File: config.mk
export PLATFORM = sky130hd
export DESIGN_NAME = stack_rpn_alu
export DESIGN_NICKNAME = d
export VERILOG_FILES = /design/src/rtl/stack_rpn_alu.sv
export SDC_FILE = /design/constraint.sdc
export NUM_CORES = 1
export LEC_CHECK = 0
export ABC_AREA = 0
export CAP_MARGIN = 20
export CORE_MARGIN = 5
export CORE_UTILIZATION = 50
export DETAILED_ROUTE_END_ITERATION = 12
export PLACE_DENSITY_LB_ADDON = 0.15
export SLEW_MARGIN = 30
export SYNTH_ARGS = -nofsm -noshare
export SYNTH_HDL_FRONTEND = slang
export SYNTH_SLANG_ARGS = --single-unit
export TNS_END_PERCENT = 50
File: constraint.sdc
create_clock -name clk -period 2.6 [get_ports clk]
set_input_delay 0.78 -clock clk [delete_from_list [all_inputs] [get_ports clk]]
set_output_delay 0.78 -clock clk [all_outputs]
set_load 0.02 [all_outputs]
File: src/rtl/stack_rpn_alu.sv
`default_nettype none
// +--------------------------------------------------------------------------+
// | stack_rpn_alu: RPN evaluator that sequences push/pop on a byte stack.    |
// | Revision: 1.0                                                            |
// +--------------------------------------------------------------------------+
module stack_rpn_alu #(
  parameter int WIDTH   = 8,
  parameter int DEPTH   = 16,
  parameter int TIMEOUT = 15
) (
  input  logic                     clk,
  input  logic                     rst_n,
  input  logic                     op_valid,
  output logic                     op_ready,
  input  logic [2:0]               op_code,
  input  logic [WIDTH-1:0]         op_imm,
  output logic                     result_valid,
  output logic [WIDTH-1:0]         result,
  output logic                     carry,
  output logic                     error,
  output logic [1:0]               err_code,
  output logic [$clog2(DEPTH):0]   depth,
  output logic                     stk_push,
  output logic                     stk_pop,
  output logic [WIDTH-1:0]         stk_wdata,
  input  logic [WIDTH-1:0]         stk_rdata,
  input  logic                     stk_done
);

  localparam int DW = $clog2(DEPTH) + 1;
  localparam int CW = (TIMEOUT > 1) ? $clog2(TIMEOUT) : 1;

  localparam logic [2:0] OP_NOP   = 3'b000;
  localparam logic [2:0] OP_PUSHI = 3'b001;
  localparam logic [2:0] OP_ADD   = 3'b010;
  localparam logic [2:0] OP_SUB   = 3'b011;
  localparam logic [2:0] OP_AND   = 3'b100;
  localparam logic [2:0] OP_DUP   = 3'b110;
  localparam logic [2:0] OP_POP   = 3'b111;

  localparam logic [1:0] ERR_UNF = 2'd1;
  localparam logic [1:0] ERR_OVF = 2'd2;
  localparam logic [1:0] ERR_TMO = 2'd3;

  typedef enum logic [3:0] {
    S_IDLE   = 4'd0,
    S_POP_B  = 4'd1,
    S_WAIT_B = 4'd2,
    S_POP_A  = 4'd3,
    S_WAIT_A = 4'd4,
    S_EXEC   = 4'd5,
    S_PUSH_R = 4'd6,
    S_WAIT_R = 4'd7,
    S_DONE   = 4'd8,
    S_ERR    = 4'd9
  } state_t;

  state_t           state, state_nxt;
  logic [2:0]       op_q, op_nxt;
  logic [WIDTH-1:0] a_q, a_nxt;
  logic [WIDTH-1:0] b_q, b_nxt;
  logic [WIDTH-1:0] wdata_q, wdata_nxt;
  logic [WIDTH-1:0] res_q, res_nxt;
  logic             carry_q, carry_nxt;
  logic             pcarry_q, pcarry_nxt;
  logic [1:0]       ecode_q, ecode_nxt;
  logic [DW-1:0]    depth_q, depth_nxt;
  logic [CW-1:0]    cnt_q, cnt_nxt;
  logic             dup2_q, dup2_nxt;

  logic [WIDTH:0]   sum;
  logic [WIDTH:0]   diff;
  logic             timed_out;
  logic             stk_empty;
  logic             stk_full;

  assign sum       = {1'b0, a_q} + {1'b0, b_q};
  assign diff      = {1'b0, a_q} - {1'b0, b_q};
  assign timed_out = (cnt_q == CW'(TIMEOUT - 1));
  assign stk_empty = (depth_q == '0);
  assign stk_full  = (depth_q >= DW'(DEPTH));

  always_ff @(posedge clk or negedge rst_n) begin
    if (!rst_n) begin
      state    <= S_IDLE;
      op_q     <= '0;
      a_q      <= '0;
      b_q      <= '0;
      wdata_q  <= '0;
      res_q    <= '0;
      carry_q  <= 1'b0;
      pcarry_q <= 1'b0;
      ecode_q  <= '0;
      depth_q  <= '0;
      cnt_q    <= '0;
      dup2_q   <= 1'b0;
    end else begin
      state    <= state_nxt;
      op_q     <= op_nxt;
      a_q      <= a_nxt;
      b_q      <= b_nxt;
      wdata_q  <= wdata_nxt;
      res_q    <= res_nxt;
      carry_q  <= carry_nxt;
      pcarry_q <= pcarry_nxt;
      ecode_q  <= ecode_nxt;
      depth_q  <= depth_nxt;
      cnt_q    <= cnt_nxt;
      dup2_q   <= dup2_nxt;
    end
  end

  always_comb begin
    state_nxt  = state;
    op_nxt     = op_q;
    a_nxt      = a_q;
    b_nxt      = b_q;
    wdata_nxt  = wdata_q;
    res_nxt    = res_q;
    carry_nxt  = carry_q;
    pcarry_nxt = pcarry_q;
    ecode_nxt  = ecode_q;
    depth_nxt  = depth_q;
    cnt_nxt    = cnt_q;
    dup2_nxt   = dup2_q;

    case (state)
      // Legality is decided here so a rejected op never touches the stack.
      S_IDLE: begin
        if (op_valid) begin
          op_nxt   = op_code;
          dup2_nxt = 1'b0;
          case (op_code)
            OP_NOP: state_nxt = S_DONE;
            OP_PUSHI: begin
              if (stk_full) begin
                state_nxt = S_ERR;
                ecode_nxt = ERR_OVF;
              end else begin
                wdata_nxt = op_imm;
                state_nxt = S_PUSH_R;
              end
            end
            OP_DUP: begin
              if (stk_empty) begin
                state_nxt = S_ERR;
                ecode_nxt = ERR_UNF;
              end else if (stk_full) begin
                state_nxt = S_ERR;
                ecode_nxt = ERR_OVF;
              end else begin
                state_nxt = S_POP_B;
              end
            end
            OP_POP: begin
              if (stk_empty) begin
                state_nxt = S_ERR;
                ecode_nxt = ERR_UNF;
              end else begin
                state_nxt = S_POP_B;
              end
            end
            default: begin
              if (depth_q < DW'(2)) begin
                state_nxt = S_ERR;
                ecode_nxt = ERR_UNF;
              end else begin
                state_nxt = S_POP_B;
              end
            end
          endcase
        end
      end

      S_POP_B: begin
        state_nxt = S_WAIT_B;
        cnt_nxt   = '0;
      end

      S_WAIT_B: begin
        if (stk_done) begin
          depth_nxt = depth_q - DW'(1);
          b_nxt     = stk_rdata;
          case (op_q)
            OP_POP: begin
              res_nxt   = stk_rdata;
              state_nxt = S_DONE;
            end
            OP_DUP: begin
              wdata_nxt = stk_rdata;
              state_nxt = S_PUSH_R;
            end
            default: state_nxt = S_POP_A;
          endcase
        end else if (timed_out) begin
          state_nxt = S_ERR;
          ecode_nxt = ERR_TMO;
        end else begin
          cnt_nxt = cnt_q + CW'(1);
        end
      end

      S_POP_A: begin
        state_nxt = S_WAIT_A;
        cnt_nxt   = '0;
      end

      S_WAIT_A: begin
        if (stk_done) begin
          depth_nxt = depth_q - DW'(1);
          a_nxt     = stk_rdata;
          state_nxt = S_EXEC;
        end else if (timed_out) begin
          state_nxt = S_ERR;
          ecode_nxt = ERR_TMO;
        end else begin
          cnt_nxt = cnt_q + CW'(1);
        end
      end

      // Carry is staged and only committed once the result push completes.
      S_EXEC: begin
        state_nxt = S_PUSH_R;
        case (op_q)
          OP_ADD: begin
            wdata_nxt  = sum[WIDTH-1:0];
            pcarry_nxt = sum[WIDTH];
          end
          OP_SUB: begin
            wdata_nxt  = diff[WIDTH-1:0];
            pcarry_nxt = diff[WIDTH];
          end
          OP_AND:  wdata_nxt = a_q & b_q;
          default: wdata_nxt = a_q ^ b_q;
        endcase
      end

      S_PUSH_R: begin
        state_nxt = S_WAIT_R;
        cnt_nxt   = '0;
      end

      S_WAIT_R: begin
        if (stk_done) begin
          depth_nxt = depth_q + DW'(1);
          if ((op_q == OP_DUP) && !dup2_q) begin
            dup2_nxt  = 1'b1;
            state_nxt = S_PUSH_R;
          end else begin
            res_nxt   = wdata_q;
            state_nxt = S_DONE;
            if ((op_q == OP_ADD) || (op_q == OP_SUB)) begin
              carry_nxt = pcarry_q;
            end
          end
        end else if (timed_out) begin
          state_nxt = S_ERR;
          ecode_nxt = ERR_TMO;
        end else begin
          cnt_nxt = cnt_q + CW'(1);
        end
      end

      S_DONE:  state_nxt = S_IDLE;
      S_ERR:   state_nxt = S_IDLE;
      default: state_nxt = S_IDLE;
    endcase
  end

  assign op_ready     = (state == S_IDLE);
  assign result_valid = (state == S_DONE);
  assign error        = (state == S_ERR);
  assign stk_pop      = (state == S_POP_B) || (state == S_POP_A);
  assign stk_push     = (state == S_PUSH_R);
  assign stk_wdata    = wdata_q;
  assign result       = res_q;
  assign carry        = carry_q;
  assign err_code     = ecode_q;
  assign depth        = depth_q;

endmodule
`default_nettype wire

== Word-level counts from Yosys, hierarchy flattened ==
Index checks and enable logic that the tools add are counted.
W data, S select, Z words.
Cells by class
  $add $sub $neg: 5
  multipliers: 0
  divide/modulo/power cells: 0
  magnitude comparators: 2
  equal/unequal tests: 34
  shift-type cells: 0
  mux-type cells: 46
  bitwise operators: 3
  reduce and logical (&&, ||, !) cells: 28
Operators by type and width (count)
  $mux W8: 9
  $mux W4: 13
  $pmux W8 S3: 2
  $pmux W4 S8: 1
  $ne A2 B2 Y1 const B: 10
  $eq A4 B3 Y1 const B: 4
  $pmux W4 S2: 2
  $pmux W4 S4: 1
  $pmux W8 S2: 1
  $eq A3 B3 Y1 const B: 5
  $mux W2: 7
  $eq A4 B4 Y1 const B: 3
  $reduce_bool A2 Y1: 6
  $mux W5: 2
  $pmux W5 S2: 1
  $add A8 B8 Y9: 1
  $sub A8 B8 Y9: 1
  $and A8 B8 Y8: 1
  $eq A4 B2 Y1 const B: 2
  $ne A2 B1 Y1 const B: 4
  $pmux W2 S4: 1
  $reduce_and A2 Y1: 4
  $reduce_and A4 Y1: 2
  $xor A8 B8 Y8: 1
  27 further kinds: 34
Storage, ports and cells
  flip-flop bits (word level): 53
  latch bits: 0
  bits in writable memories: 0
  memory bits (read-only): 0
  bits of input ports: 23
  output and inout port bits: 29
  memories kept: 0

== Depth between registers and ports, before layout ==
  depth after elaboration: 6
  mapped depth: 11

== Least setup slack after synthesis ==
No wires, ideal clock.
  path type: in2reg
  from: in op_code[2]
  to: reg wdata_q[6], in the netlist stk_wdata[6]
  library setup time: 0.128 ns
  arrival time: 2.101 ns
  required time: 2.472 ns
  path slack: 0.371 ns
  stages: 6
  path buffers: 0
  path through: nand2b_1 or4_4 a221oi_4 nand3_2 a311oi_1 a21oi_1
Between the ends
  cells in the longest elaborated chain, start to end: 3
Ends and longest elaborated chain
  start, declared: RTL line 15  | input logic [2:0] op_code,
  $eq A3 B1 Y1: RTL line 133  | case (op_code)
  $ne A2 B1 Y1 (no source line)
  $reduce_and A6 Y1 (no source line)
  end signal, assigned: RTL line 102  | wdata_q <= wdata_nxt;
  end, declared: RTL line 62  | logic [WIDTH-1:0] wdata_q, wdata_nxt;
No other way between the ends.
A chain may end at the register's enable or synchronous reset.

== Worst setup path after layout ==
  from: reg state[2]
  to: out error
Between the ends
  cells in the longest elaborated chain, start to end: 1
Ends and longest elaborated chain
  start, declared: RTL line 58  | state_t state, state_nxt;
  start signal, assigned: RTL line 98  | state <= state_nxt;
  $eq A4 B4 Y1: RTL line 272  | assign error = (state == S_ERR);
  end, declared: RTL line 20  | output logic error,
No other way between the ends.

==> results.cfg <==
[clocking]
worstSkewPairLatency_ns = 0.32
cts-hold-fix-buffers = 0
clockBufferDepth = 2
cts.sinks = 53
cts-htree-levels = 2
clk_pin_slew_ns = 0.11
cts_tree = built
cts-root-buf = clkbuf_8
cts_buffers = 5
post_cts_buffers = 0

[placed_design]
dpl_cell_area_um2 = 4493
finalWeightedCongestion = 0.9912
io_buffers = 51
pre_cts_slack_ns = -0.1339
dpl.hpwl_mm = 7.396

[yosys]
syn-num-nets = 473
yosysUniqueCellTypes = 64
syn-cell-area_um2 = 3815
synth_seq_area_share_pct = 34.77
synthTopCellsByArea = dfrtp_1 35%, ha_1 7.5%, mux2_2 5.9%
async_flop_share_pct = 100.0
synth_area_per_cell_um2 = 8.997
synth_flop_cell = dfrtp_1
synth_top_area_share_pct = 34.77
synth_top_area_cell = dfrtp_1
synthCells = 424
synth_seq_cells = 53
synth-warning-count = 0
synth-edff-count = 0

[power_and_ir_drop]
power_frac_comb_pct = 64.3
seqPwrFrac_pct = 27.1
vdd_drop_max_mv = 0.6336
power_mw = 5.972
p_per_area_nw_per_um2 = 1300
intPower_mw = 3.120
clock_power_share_pct = 8.6
leakagePower_nw = 2.006
switching_share_pct = 47.75
p_switching_mw = 2.852

[grt]
overflow = 0
track_usage_pct = 20.91
grt_start_max_net_pins = 33
grt_pass1_wl_mm = 16.44
grt_antenna_before_repair = 0
first_global_vias = 3279

[routing]
dr.pass1.iters = 5
drtIter0Drc = 248
drcViolationCount = 0
wl_mm = 9.900
num_vias = 3428
antenna_left = 0
vias_per_cell = 5.890
wl_per_cell_um = 17.01

[final_layout]
syn_to_final_growth_pct = 20.47
nets = 531
final_util_pct = 62.69
fin_area_um2 = 4596
drive_gt1_share_pct = 14.29
antennaDiodeCount = 0

[sta]
relSlewSlack_pct = 58.09
setup_viol = 0
hold_viol = 0
tightest_slew_ns = 0.6271
rsz0062_at_grt = false
fin_worst_skew_ns = 0.01416
post-route-period-util_pct = 96.10
slew_violations = 0
setup_slack_ns = 0.1015
period_minus_slack_ns = 2.499
fmax_mhz = 400.2

[floorplan]
initial_core_util_pct = 52.04
core_area_um2 = 7331
die_h_um = 97.35
die_x_um = 97.35
die_area_um2 = 9477
fp-row-count = 31
boundaryPins = 52

[run_status]
status = complete, no violations

[run]
max-cap-violations = 0

[critical_path]
end_kind = primary output
cp_max_fo = 11
reg2reg_setup_slack_ns = 0.20
critPathLaunchType = register
cp.arrival_ns = 1.72
worstPathRequired_ns = 1.82
worstSetupPathType = register to primary output

[hold_path]
min_path_type = input pin to asynchronous set/reset pin
cells in the final DEF, fill, tap and decap left out, drive strengths merged, types with 3 or more instances in the layout:
cell and n:
nor2 33, dfrtp 53, mux2i 8, buf 23, a211oi 4, dlygate4sd2 3
nand2b 5, a21o 9, mux2 20, ha 23, nor2b 5, clkdlybuf4s50 46
clkbuf 5, fa 3, a222oi 4, o211ai 4, a31oi 6, o22ai 9
xnor2 8, nand2 40, nor3 12, a22oi 3, inv 34, a21oi 33
o21ai 34, o31ai 5, or3 4, or4 3, nand3 6, a221oi 6
kinds of logic after synthesis:
group                      synth area share, %
AOI/OAI and AO/OA                        23.25
and+or+nand+nor                          16.04
buffers and inverters                    6.526
DFF                                      34.77
muxes                                    8.003
adders and majority gates                9.118
xor gates and xnor gates                 2.296
worst paths after layout:
check,from,end,cells after the start
worst max-delay path,state[2],error,3
worst min-delay path,rst_n,depth[1],1
worst max register to register,a_q[0],stk_wdata[4],10
worst min register to register,result[7],result[7],2
max in group asynchronous,rst_n,b_q[7],2
min in group clk,result[7],result[7],2
final cells by class:
class                   instances  area, um2
flip-flops and latches         53       1330
multi-input cells             317       2242
clock buffers                   5      68.82
inverters                      32      120.1
repair buffers                 73      681.9
fillers                       621       2735
well taps                      99      123.9
clock inverters                 3      28.78
through the flow:
stage / TNS [ns] / cells / hold slack, ns
final: 0 / 582 / 0.4224
after detailed placement: -0.5498 / 574 / 0.4817
after floorplan: 0 / 424 / 0.4802
after CTS: 0 / 582 / 0.4474
after global routing: 0 / 582 / 0.4684
after global placement: -0.07614 / 574 / 0.4662
power groups by stage:
stage / sequential [mW] / clock [mW] / combinational [mW]
global route: 1.68 / 0.562 / 4.23
finish: 1.62 / 0.513 / 3.84
floorplan: 1.70 / 0 / 2.57
CTS: 1.62 / 0.527 / 3.82
detailed placement: 1.62 / 0 / 3.82
global placement: 1.60 / 0 / 3.76
worst max-delay path, stage by stage, from the launching register on:
cell and delay, ns:
dfrtp_2 0.51, nand2b_1 0.18, nor2_1 0.10, clkdlybuf4s50_1 0.60
state kept, by name, summed over array words and instances, names as in the netlist:
signal     flops
result         8
pcarry_q       1
state          4
carry          1
b_q            8
a_q            8
depth          5
op_q           3
err_code       2
dup2_q         1
stk_wdata      8
cnt_q          4
synth_stat cells (all sizes together), types with 2 or more instances:
library cell	instances
ha	23
nor3	12
nor2b	5
o31ai	5
nand2b	5
nand2	40
a21o	9
buf	8
inv	32
nor4b	2
or2	2
a21oi	33
clkbuf	14
a211oi	4
o21bai	2
fa	3
o211ai	4
mux2	20
a221oi	6
a222oi	4
or3	4
dfrtp	53
o41ai	2
o21ai	34
mux2i	8
or4	3
a22oi	3
xor2	2
nand3	6
o41a	2
o22ai	9
nor2	33
xnor2	8
a31oi	6
and3	2
what timing repair did:
action,CTS,global route
pin swaps,0,1
endpoints found under the setup margin,4,2
hold endpoints to repair,0,0
resized for setup,7,1
metal layers:
| metal | vias up | GRT usage, % | share of wire, % |
|---|---|---|---|
| met5 | - | 0 | 0 |
| met4 | 0 | 6.603 | 1.9 |
| met3 | 20 | 3.374 | 5.8 |
| met2 | 132 | 33.70 | 46 |
| met1 | 1622 | 28.82 | 46 |
| li1 | 1654 | - | - |
(Power assumes the default switching activity.)
